[src/rtl/imm_inst_packer_if.sv]
// Request/result bus of the immediate packer: a valid/ready request channel
// and a valid/ready result channel.
interface imm_inst_packer_if #(
    parameter int EXTOP_W = 3
);
    logic               in_valid;
    logic               in_ready;
    logic [EXTOP_W-1:0] in_extop;
    logic [31:0]        in_imm;
    logic [31:0]        in_frame;
    logic               out_valid;
    logic               out_ready;
    logic [31:0]        out_inst;
    logic               out_err;

    modport master (
        output in_valid, in_extop, in_imm, in_frame, out_ready,
        input  in_ready, out_valid, out_inst, out_err
    );

    modport slave (
        input  in_valid, in_extop, in_imm, in_frame, out_ready,
        output in_ready, out_valid, out_inst, out_err
    );
endinterface

[src/rtl/imm_inst_packer.sv]
// Scatters a 32-bit immediate into the RV32 I/U/S/B/J fields of an instruction
// frame, flagging unrepresentable immediates. Two-stage valid/ready pipeline.
module imm_inst_packer #(
    parameter int ERR_CNT_W = 16,
    parameter int EXTOP_W   = 3
) (
    input  logic                 clk,
    input  logic                 rst_n,
    imm_inst_packer_if.slave     bus,
    output logic [ERR_CNT_W-1:0] err_cnt
);
    typedef enum logic [EXTOP_W-1:0] {
        FMT_I = EXTOP_W'(0),
        FMT_U = EXTOP_W'(1),
        FMT_S = EXTOP_W'(2),
        FMT_B = EXTOP_W'(3),
        FMT_J = EXTOP_W'(4)
    } fmt_e;

    logic               s1_valid;
    logic [EXTOP_W-1:0] s1_extop;
    logic [31:0]        s1_imm;
    logic [31:0]        s1_frame;

    logic               s2_valid;
    logic [31:0]        s2_inst;
    logic               s2_err;

    logic               s2_adv;
    logic               fits11, fits12, fits20;
    logic [31:0]        pk_inst;
    logic               pk_err;

    assign s2_adv       = !s2_valid || bus.out_ready;
    assign bus.in_ready = !s1_valid || s2_adv;
    assign bus.out_valid = s2_valid;
    assign bus.out_inst  = s2_inst;
    assign bus.out_err   = s2_err;

    // Sign-extension checks: upper bits must all replicate the field's sign bit.
    assign fits11 = (&s1_imm[31:11]) || !(|s1_imm[31:11]);
    assign fits12 = (&s1_imm[31:12]) || !(|s1_imm[31:12]);
    assign fits20 = (&s1_imm[31:20]) || !(|s1_imm[31:20]);

    always_comb begin
        pk_inst = s1_frame;
        pk_err  = 1'b0;
        case (s1_extop)
            FMT_I: begin
                pk_err         = !fits11;
                pk_inst[31:20] = s1_imm[11:0];
            end
            FMT_U: begin
                pk_err         = |s1_imm[11:0];
                pk_inst[31:12] = s1_imm[31:12];
            end
            FMT_S: begin
                pk_err         = !fits11;
                pk_inst[31:25] = s1_imm[11:5];
                pk_inst[11:7]  = s1_imm[4:0];
            end
            FMT_B: begin
                pk_err         = !fits12 || s1_imm[0];
                pk_inst[31]    = s1_imm[12];
                pk_inst[7]     = s1_imm[11];
                pk_inst[30:25] = s1_imm[10:5];
                pk_inst[11:8]  = s1_imm[4:1];
            end
            FMT_J: begin
                pk_err         = !fits20 || s1_imm[0];
                pk_inst[31]    = s1_imm[20];
                pk_inst[30:21] = s1_imm[10:1];
                pk_inst[20]    = s1_imm[11];
                pk_inst[19:12] = s1_imm[19:12];
            end
            default: pk_err = 1'b1;
        endcase
        if (pk_err) pk_inst = s1_frame;
    end

    always_ff @(posedge clk or negedge rst_n) begin
        if (!rst_n) begin
            s1_valid <= 1'b0;
            s1_extop <= '0;
            s1_imm   <= '0;
            s1_frame <= '0;
        end else if (bus.in_ready) begin
            s1_valid <= bus.in_valid;
            if (bus.in_valid) begin
                s1_extop <= bus.in_extop;
                s1_imm   <= bus.in_imm;
                s1_frame <= bus.in_frame;
            end
        end
    end

    always_ff @(posedge clk or negedge rst_n) begin
        if (!rst_n) begin
            s2_valid <= 1'b0;
            s2_inst  <= '0;
            s2_err   <= 1'b0;
        end else if (s2_adv) begin
            s2_valid <= s1_valid;
            if (s1_valid) begin
                s2_inst <= pk_inst;
                s2_err  <= pk_err;
            end
        end
    end

    always_ff @(posedge clk or negedge rst_n) begin
        if (!rst_n) begin
            err_cnt <= '0;
        end else if (s2_valid && bus.out_ready && s2_err && (err_cnt != '1)) begin
            err_cnt <= err_cnt + 1'b1;
        end
    end
endmodule

[src/flat_wrapper.sv]
// flat-port wrapper written by rule: the top's interface ports become plain ports
module imm_inst_packer_flat 
#(
    parameter int ERR_CNT_W = 16,
    parameter int EXTOP_W   = 3
)
  (clk, rst_n, err_cnt, bus_in_valid, bus_in_extop, bus_in_imm, bus_in_frame, bus_out_ready, bus_in_ready, bus_out_valid, bus_out_inst, bus_out_err);
  imm_inst_packer_if #(.EXTOP_W(EXTOP_W)) bus_i ();
  input  logic clk;
  input  logic rst_n;
  output logic [ERR_CNT_W-1:0] err_cnt;
  input wire logic [$bits(bus_i.in_valid)-1:0] bus_in_valid;
  input wire logic [$bits(bus_i.in_extop)-1:0] bus_in_extop;
  input wire logic [$bits(bus_i.in_imm)-1:0] bus_in_imm;
  input wire logic [$bits(bus_i.in_frame)-1:0] bus_in_frame;
  input wire logic [$bits(bus_i.out_ready)-1:0] bus_out_ready;
  output wire logic [$bits(bus_i.in_ready)-1:0] bus_in_ready;
  output wire logic [$bits(bus_i.out_valid)-1:0] bus_out_valid;
  output wire logic [$bits(bus_i.out_inst)-1:0] bus_out_inst;
  output wire logic [$bits(bus_i.out_err)-1:0] bus_out_err;
  assign bus_i.in_valid = bus_in_valid;
  assign bus_i.in_extop = bus_in_extop;
  assign bus_i.in_imm = bus_in_imm;
  assign bus_i.in_frame = bus_in_frame;
  assign bus_i.out_ready = bus_out_ready;
  assign bus_in_ready = bus_i.in_ready;
  assign bus_out_valid = bus_i.out_valid;
  assign bus_out_inst = bus_i.out_inst;
  assign bus_out_err = bus_i.out_err;
  imm_inst_packer #(.ERR_CNT_W(ERR_CNT_W), .EXTOP_W(EXTOP_W)) u_core (.clk(clk), .rst_n(rst_n), .bus(bus_i), .err_cnt(err_cnt));
endmodule
[config.mk]
export PLATFORM = sky130hd
export DESIGN_NAME = imm_inst_packer_flat
export DESIGN_NICKNAME = d
export VERILOG_FILES = /design/src/rtl/imm_inst_packer_if.sv /design/src/rtl/imm_inst_packer.sv /design/src/flat_wrapper.sv
export SDC_FILE = /design/constraint.sdc
export NUM_CORES = 1
export LEC_CHECK = 0
export BUFFER_PORTS_ARGS = -buffer_cell sky130_fd_sc_hd__buf_2
export CAP_MARGIN = 25
export CORE_MARGIN = 5
export CORE_UTILIZATION = 54
export DETAILED_ROUTE_END_ITERATION = 10
export PLACE_DENSITY_LB_ADDON = 0.05
export SLEW_MARGIN = 30
export SYNTH_ARGS = -nofsm -noshare
export SYNTH_HDL_FRONTEND = slang
export SYNTH_SLANG_ARGS = --single-unit
[constraint.sdc]
create_clock -name clk -period 3.3 [get_ports clk]
set_input_delay 0.66 -clock clk [delete_from_list [all_inputs] [get_ports clk]]
set_output_delay 0.66 -clock clk [all_outputs]
set_load 0.03 [all_outputs]
==> results of run 1 <==
critical path: cells and delay by family, from the launching register on:
kind / cells / cell delay (ps)
DFF: 1 / 530
and+or+nand+nor: 1 / 150
buffers and inverters: 1 / 320
AOI/OAI and AO/OA: 4 / 1420
worst paths after layout:
kind	startpoint	to	slack (ps)	depth (start not counted)
hold / removal	rst_n	u_core.err_cnt[13]$_DFFE_PN0P_	210	1
max in group asynchronous	rst_n	u_core.bus.out_inst[0]$_DFFE_PN0P_	2220	2
hold reg to reg	u_core.s1_frame[0]$_DFFE_PN0P_	u_core.bus.out_inst[0]$_DFFE_PN0P_	460	2
setup reg to reg	u_core.s1_extop[2]$_DFFE_PN0P_	u_core.bus.out_inst[20]$_DFFE_PN0P_	760	6
min in group clk	bus_in_imm[6]	u_core.s1_imm[6]$_DFFE_PN0P_	380	2
setup / recovery	u_core.s1_extop[2]$_DFFE_PN0P_	u_core.bus.out_inst[20]$_DFFE_PN0P_	760	6
state kept, by name, indices dropped and copies added, names as in the netlist:
name	count
u_core.s1_frame	32
u_core.bus.out_valid	1
u_core.s1_imm	32
u_core.err_cnt	16
u_core.bus.out_err	1
u_core.s1_valid	1
u_core.s1_extop	3
u_core.bus.out_inst	32
stage by stage:
step	area (sq um)	utilization
4_1_cts	6610	0.682
5_1_grt	6610	0.682
6_report	6610	0.682
3_3_place_gp	6020	0.621
2_1_floorplan	5300	-
3_5_place_dp	6020	0.621
placed cells by master (no fill, tap or decap), types with 10 or more instances in the layout:
master,n
a31oi_1,20
nor2_1,24
nand2_1,43
a21oi_1,10
dfrtp_1,118
nand4_1,17
buf_2,120
buf_4,10
clkbuf_16,16
o21ai_0,20
mux2_2,69
nand3_1,11
xnor2_1,12
power breakdown:
group	switching (W)	leakage, nW	internal [W]
Combinational	0.000723	1.30	0.000441
Sequential	0.000240	1.41	0.00171
Clock	0.000679	0.277	0.00112
cells by family after synthesis:
kind of cell,Yosys count,synth area share
and+or+nand+nor,128,0.119
AOI/OAI and AO/OA,96,0.124
muxes,69,0.147
xor gates and xnor gates,15,0.0248
DFF,118,0.557
adders and majority gates,1,0.00236
buffers and inverters,30,0.0267
per-layer routing:
layer	GRT usage	vias up	routed length [um]
met5	0	-	0
met4	0.112	0	434
met3	0.0639	35	943
met2	0.357	187	6090
met1	0.300	2033	5520
li1	-	1925	-
layout make-up:
| cell class | count | share of cell area |
|---|---|---|
| clock buffers | 19 | 0.0668 |
| clock inverters | 13 | 0.0223 |
| inverters | 4 | 0.00227 |
| multi-input cells | 309 | 0.334 |
| flip-flops and latches | 118 | 0.447 |
| well taps | 133 | 0.0252 |
| repair buffers | 130 | 0.102 |
==> results.ini, run 1 <==
[clocking]
cts_root_buf = clkbuf_8
cts_resized = 0
clkLatencyLatePin_ps = 510
cts_tree = built
max-clock-path-buffers = 2
clock-sinks = 118
numCtsBuffers = 17
clkTransAtPathRegs_ps = 60
ctsHoldBuffers = 0
cts_setup_buffers = 0
htree_levels = 4

[setup_path]
critPathLaunchType = register
slowest_stage = o22ai_2
cp_data_required_time_ps = 3690
slowest_delay_ps = 620
crit_type = reg -> reg
cp_cell_sequence = clkinv_1 -> o22ai_1 -> a2bb2oi_1 -> o22ai_2 -> nand4_1 -> a311o_1
arrival_ps = 2920
worstPathMaxFanout = 18
worstSetupEndpointType = register

[timing]
setup_ws_ps = 762
worst_pin_slew_ps = 754
finalHoldViolations = 0
finalSetupViolations = 0
period_share = 0.769
slew_viol_final = 0
rsz0062_at_grt = false
whs_ps = 211
fmax_mhz = 394
fin_tns_setup_ps = 0
worst_clock_skew_ps = 10.6
min_period_ps = 2540
max-slew-margin-rel = 0.497

[logic_synthesis]
synth_edf_count = 0
ys_ff_latch = 118
yosysWarnings = 0
syn_inst = 457
dominantRegCellSynth = dfrtp_1
async_flop_share = 1.00
synthTopCellsByCount = dfrtp_1 (118), mux2_2 (69), nand2_1 (44)
yosysMostFrequentCell = dfrtp_1
synth_area_sq_um = 5300
synth.top_cells.by_area = dfrtp_1 (56%), mux2_2 (15%), nand2_1 (3.1%), a31oi_1 (2.4%), nand4_1 (2.0%)
synth_top_area_frac = 0.557
yosys.area.top_type = dfrtp_1
synth.avg_cell_area_sq_um = 11.6
synth-seq-area-share = 0.557
synth_cell_types = 50
synthesis.nets = 529

[cells_and_area]
nets = 652
area_growth_pct = 24.7
n_fill_cell = 772
fin_cells = 726
antenna_cells = 0
seqCellArea_sq_um = 2950
multi_input_area_sq_um = 2210
drive_gt1_frac = 0.403

[grt]
antenna_found_initial = 0
grt_pass1_wl_um = 21200
grt_max_degree = 61
grt_usage = 0.231
first_global_vias = 4229
overflow = 0

[placement]
hpwl_um = 9280
dp_cells = 694
gp_congestion = 0.923
portBuffers = 121
dp_slack_ps = 850

[routing]
wl_per_cell_um = 17.9
num_vias = 4180
via_per_inst = 5.76
drc = 0
firstDrtPassIters = 5
ant_nets = 0
routed_wl_um = 13000
drt-initial-drc-count = 243

[power_and_ir_drop]
vdd_drop_max_v = 0.000355
fin_total_pwr_w = 0.00492
power_density_nw_per_um2 = 744
static-leakage-power_nw = 2.98

[floorplanning]
coreArea_sq_um = 9680
initial_core_util = 0.547
rows = 36
fp.dieH_um = 109
dieArea_sq_um = 11900
num_io_pins = 122
die_w_um = 109

[min_path]
hold_class = in -> async

[job]
cap_viol_max_count = 0

[outcome]
status = completed

Power figures use the tool's default switching activity.
==> inputs of run 2 (changes only) <==
clock period = 2.45 ns   (was 3.3 ns; I/O delays follow)
==> run 2 against run 1 <==
Net effect: cell count rose by 0.69%; flip-flop and latch count did not move; hold slack got worse by 7.0 ps; final area rose by 1.3%; critical path type unchanged.
==> results.ini, run 2 (synthesis gave the netlist of run 1 again) <==
[cells_and_area]
nets = 657  ; +0.77%
layout_common_cells = buf_2 (120), dfrtp_1 (118), mux2_2 (69), nand2_1 (43), nor2_1 (24)
n_fill_cell = 774  ; +0.26%
drive_gt1_frac = 0.405  ; +0.00165
fin_cells = 731  ; +0.69%
antenna_cells = 0  ; unchanged
final_common_cell = buf_2
area_growth_pct = 26.3

[timing]
whs_ps = 204  ; -7.03 ps
worst_clock_skew_ps = 9.83  ; -0.743 ps
max-slew-margin-rel = 0.675  ; +0.178
rsz0062_at_grt = false
finalSetupViolations = 0  ; unchanged
min_period_ps = 2230  ; -304 ps
period_share = 0.912  ; +0.143
fin_tns_setup_ps = 0  ; unchanged
finalHoldViolations = 0  ; unchanged
fmax_mhz = 448  ; +14%
worst_pin_slew_ps = 482  ; -272 ps
slew_viol_final = 0  ; unchanged

[placement]
hpwl_um = 9440  ; +1.7%
portBuffers = 121  ; unchanged
dp_cells = 698  ; +0.58%
gp_congestion = 0.841  ; -8.9%

[grt]
grt_max_degree = 68  ; +11%
overflow = 0  ; unchanged
antenna_found_initial = 0  ; unchanged
grt_usage = 0.236  ; +0.00584
first_global_vias = 4225  ; -0.095%
grt_pass1_wl_um = 21400  ; +1.1%

[clocking]
htree_levels = 4  ; unchanged
cts_root_buf = clkbuf_8
cts_resized = 0  ; unchanged
clock-sinks = 118  ; unchanged
max-clock-path-buffers = 2  ; unchanged
cts_tree = built
clkTransAtPathRegs_ps = 60  ; about the same
numCtsBuffers = 17  ; unchanged
clkLatencyLatePin_ps = 510  ; about the same

[routing]
wl_per_cell_um = 17.8  ; -0.45%
num_vias = 4077  ; -2.5%
routed_wl_um = 13000  ; +0.23%
drc = 0  ; unchanged
drt-initial-drc-count = 214  ; -12%
ant_nets = 0  ; unchanged
via_per_inst = 5.58  ; -3.1%
firstDrtPassIters = 4  ; -1

[min_path]
hold_class = in -> reg

[floorplanning]
initial_core_util = 0.547  ; unchanged
fp.dieH_um = 109  ; unchanged
rows = 36  ; unchanged
coreArea_sq_um = 9680  ; unchanged
num_io_pins = 122  ; unchanged
die_w_um = 109  ; unchanged
dieArea_sq_um = 11900  ; unchanged

[job]
cap_viol_max_count = 0  ; unchanged

[power_and_ir_drop]
vdd_drop_max_v = 0.000518  ; +46%
fin_total_pwr_w = 0.00668  ; +36%
power_density_nw_per_um2 = 998  ; +34%
static-leakage-power_nw = 3.02  ; +1.4%

[setup_path]
arrival_ps = 2630  ; -290 ps
worstPathMaxFanout = 13  ; -5
worstSetupEndpointType = register
critPathLaunchType = register
crit_type = reg -> reg
cp_data_required_time_ps = 2840  ; -850 ps

[outcome]
status = completed

## run 2: power by group
| part | internal [W] | switching, W |
|---|---|---|
| sequential | 0.00231 | 0.000319 |
| combinational | 0.000620 | 0.000977 |
| clock | 0.00160 | 0.000859 |
## run 2: area by class of cell
cell class | count | area (sq um) | share of cell area
clock buffer | 20 | 445 | 0.0665
inverter | 4 | 15.0 | 0.00224
multi-input combinational | 309 | 2210 | 0.330
clock inverter | 12 | 153 | 0.0228
tap | 133 | 166 | 0.0249
sequential | 118 | 2950 | 0.441
timing repair buffer | 135 | 753 | 0.113
## run 2: final timing paths
kind / start / to / slack, ps / cells after the start
worst max-delay path: u_core.s1_imm[27]$_DFFE_PN0P_ / u_core.bus.out_inst[25]$_DFFE_PN0P_ / 220 / 6
min in group asynchronous: rst_n / u_core.err_cnt[1]$_DFFE_PN0P_ / 370 / 2
max in group asynchronous: rst_n / u_core.s1_frame[11]$_DFFE_PN0P_ / 1520 / 3
worst min-delay path: bus_in_frame[13] / u_core.s1_frame[13]$_DFFE_PN0P_ / 200 / 2
worst min register to register: u_core.bus.out_inst[2]$_DFFE_PN0P_ / u_core.bus.out_inst[2]$_DFFE_PN0P_ / 470 / 2
worst max register to register: u_core.s1_imm[27]$_DFFE_PN0P_ / u_core.bus.out_inst[25]$_DFFE_PN0P_ / 220 / 6
## run 2: per-layer routing
layer,global-route usage,share of wire,up-vias
met3,0.0592,0.048,20
met5,0,0,-
met1,0.301,0.44,2006
li1,-,-,1942
met4,0.0920,0.017,0
met2,0.389,0.49,109
## run 2: stage by stage
step                setup slack (ps)   util  area [sq um]
CTS                              226  0.691          6690
floorplan                        286      -          5300
finish                           216  0.691          6690
global route                    11.4  0.691          6690
detailed placement               230  0.628          6090
global placement                 245  0.628          6090
## run 2: worst max-delay path, cell delays in order, from the launching register on
cell     delay [ps]
dfrtp_1         400
nor4_1          330
nand3_1         190
nor3_1          360
o21a_1          470
a31oi_1         140
a22o_1          230
## run 2: timing repair
item,CTS,global route
hold buffers,1,0
endpoints found under the setup margin,0,0
setup buffers,0,0
endpoints found under the hold margin,8,0
==> inputs of run 3 (changes only) <==
ABC_AREA = 1   (was not set)
==> run 3 against run 2 <==
Net effect: die area grew 6.7%; clock-buffer cell count shrank 1; sequential power grew 2%; critical path depth grew 5; critical path type unchanged; largest cell class unchanged.
==> results.ini, run 3 <==
[placement]
dp_cells = 938  ; +34%
hpwl_um = 10100  ; +6.7%
portBuffers = 121  ; unchanged
gp_congestion = 0.908  ; +8.0%

[floorplanning]
die_w_um = 113  ; +3.3%
dieArea_sq_um = 12700  ; +6.7%
initial_core_util = 0.551  ; +0.00392
rows = 37  ; +2.8%
num_io_pins = 122  ; unchanged
fp.dieH_um = 113  ; +3.3%
coreArea_sq_um = 10300  ; +6.6%

[logic_synthesis]
synth.top_cells.by_area = dfrtp_1 (52%), nand2_1 (8.6%), nor2_1 (6.6%), a21oi_1 (5.9%), inv_1 (5.8%)
synth-seq-area-share = 0.519  ; -0.0382
synthesis.nets = 773  ; +46%
yosysMostFrequentCell = nand2_1
async_flop_share = 1.00  ; unchanged
yosysWarnings = 0  ; unchanged
synth_area_sq_um = 5690  ; +7.4%
synth_top_area_frac = 0.519  ; -0.0382
ys_ff_latch = 118  ; unchanged
dominantRegCellSynth = dfrtp_1
synth.avg_cell_area_sq_um = 8.12  ; -30%
syn_inst = 701  ; +53%
yosys.area.top_type = dfrtp_1
synth_cell_types = 29  ; -42%
synth_edf_count = 0  ; unchanged
synthTopCellsByCount = nand2_1 (130), dfrtp_1 (118), nor2_1 (100)

[cells_and_area]
layout_common_cells = nand2_1 (129), buf_2 (120), dfrtp_1 (118), nor2_1 (100), inv_1 (88)
nets = 894  ; +36%
area_growth_pct = 23.1
n_fill_cell = 859  ; +11%
final_common_cell = nand2_1
multi_input_area_sq_um = 2230  ; +0.79%
drive_gt1_frac = 0.243  ; -0.162
seqCellArea_sq_um = 2950  ; unchanged
antenna_cells = 0  ; unchanged
fin_cells = 971  ; +33%

[setup_path]
critPathBufInv = 3  ; +3
worstPathMaxFanout = 26  ; +13
crit_type = reg -> reg
cpMostUsedCell = nand2_1
cp_data_required_time_ps = 2910  ; +70 ps
cp_top_family = simple AND/OR/NAND/NOR gates
arrival_ps = 2470  ; -160 ps
critPathLaunchType = register
slowest_delay_ps = 420  ; -50 ps
worstSetupEndpointType = register
cp_cell_sequence = nor2_2 -> inv_1 -> nand2_1 -> inv_2 -> nand2_1 -> nand2_2 -> inv_4 -> nand2_8 -> nand2_2 -> nand3_1 -> nand2_1
slowest_stage = dfrtp_1

[min_path]
hold_class = in -> reg

[routing]
num_vias = 4983  ; +22%
wl_per_cell_um = 14.6  ; -18%
routed_wl_um = 14200  ; +9.1%
drt-initial-drc-count = 294  ; +37%
firstDrtPassIters = 5  ; +1
via_per_inst = 5.13  ; -8.0%
ant_nets = 0  ; unchanged
drc = 0  ; unchanged

[grt]
grt.busiest_layer = met2
grt_usage = 0.235  ; -0.000925
grt_use_met2 = 0.390  ; +0.00121
first_global_vias = 5096  ; +21%
grt_max_degree = 80  ; +18%
antenna_found_initial = 0  ; unchanged
grt_pass1_wl_um = 24000  ; +12%
grt.met1_usage = 0.299  ; -0.00122
overflow = 0  ; unchanged
grt_use_met3 = 0.0480  ; -0.0112

[clocking]
htree_levels = 4  ; unchanged
clock-sinks = 118  ; unchanged
clkTransAtPathRegs_ps = 60  ; about the same
clkLatencyLatePin_ps = 520  ; about the same
max-clock-path-buffers = 2  ; unchanged
cts_resized = 0  ; unchanged
cts_root_buf = clkbuf_8
numCtsBuffers = 17  ; unchanged
cts_tree = built

[timing]
period_share = 0.821  ; -0.0914
max-slew-margin-rel = 0.664  ; -0.0109
fmax_mhz = 497  ; +11%
finalSetupViolations = 0  ; unchanged
rsz0062_at_grt = false
finalHoldViolations = 0  ; unchanged
slew_viol_final = 0  ; unchanged
worst_pin_slew_ps = 500  ; +17.6 ps
min_period_ps = 2010  ; -224 ps
fin_tns_setup_ps = 0  ; unchanged
worst_clock_skew_ps = 6.16  ; -3.67 ps

[power_and_ir_drop]
power_density_nw_per_um2 = 1030  ; +3.5%
vdd_drop_max_v = 0.000627  ; +21%
fin_total_pwr_w = 0.00723  ; +8.3%
static-leakage-power_nw = 3.65  ; +21%

[job]
cap_viol_max_count = 0  ; unchanged

[outcome]
status = completed

-- run 3: cells by family after synthesis --
kind of cell    count (synthesis)  share of synthesized area
buf+inv                       121                     0.0912
simple gates                  339                      0.261
xor+xnor                       14                     0.0215
compound gates                101                     0.0917
fa+ha+maj                       1                    0.00220
mux                             7                     0.0139
flops                         118                      0.519
-- run 3: worst reg2reg max path: stages (launching register included) --
cell	delay (ps)
dfrtp_1	420
nor2_2	370
inv_1	130
nand2_1	100
inv_2	70
nand2_1	80
nand2_2	60
inv_4	240
nand2_8	230
nand2_2	110
nand3_1	70
nand2_1	70
-- run 3: layout make-up --
class	count	share of cell area
Clock buffer	19	0.0631
Multi-Input combinational cell	462	0.318
Sequential cell	118	0.422
Inverter	92	0.0497
Timing Repair Buffer	131	0.101
Tap cell	136	0.0243
Clock inverter	13	0.0222
-- run 3: report_power, final --
group | switching, W | total [W] | internal [W]
Combinational | 0.00145 | 0.00207 | 0.000623
Sequential | 0.000297 | 0.00267 | 0.00237
Clock | 0.000897 | 0.00249 | 0.00159
-- run 3: repair_timing --
action / 4_1_cts / 5_1_grt
endpoints found under the hold margin: 34 / 0
buffers inserted: 0 / 0
hold buffers: 1 / 0
-- run 3: final timing paths --
path                                                     from                             endpoint  slack (ps)  cells after the start
min in group asynchronous                               rst_n   u_core.bus.out_inst[8]$_DFFE_PN0P_         480                      2
min reg2reg                u_core.bus.out_inst[6]$_DFFE_PN0P_   u_core.bus.out_inst[6]$_DFFE_PN0P_         480                      2
min                                            bus_in_imm[18]        u_core.s1_imm[18]$_DFFE_PN0P_         200                      2
max in group asynchronous                               rst_n  u_core.bus.out_inst[26]$_DFFE_PN0P_        1280                      3
max reg2reg                    u_core.s1_extop[2]$_DFFE_PN0P_  u_core.bus.out_inst[30]$_DFFE_PN0P_         440                     11
max                            u_core.s1_extop[2]$_DFFE_PN0P_  u_core.bus.out_inst[30]$_DFFE_PN0P_         440                     11
-- run 3: layer usage --
metal  wire [um]  vias up
met5           0        -
met4         393        0
met3         821       30
met2        6830      160
met1        6160     2328
li1            -     2465
-- run 3: per-stage QoR --
step                hold WS [ps]  setup slack [ps]  utilization  instance area [sq um]
global placement             461               546        0.620                   6400
global route                 193               207        0.678                   7000
finish                       200               439        0.678                   7000
CTS                          187               436        0.678                   7000
detailed placement           461               460        0.620                   6400
floorplan                    194               688            -                   5690
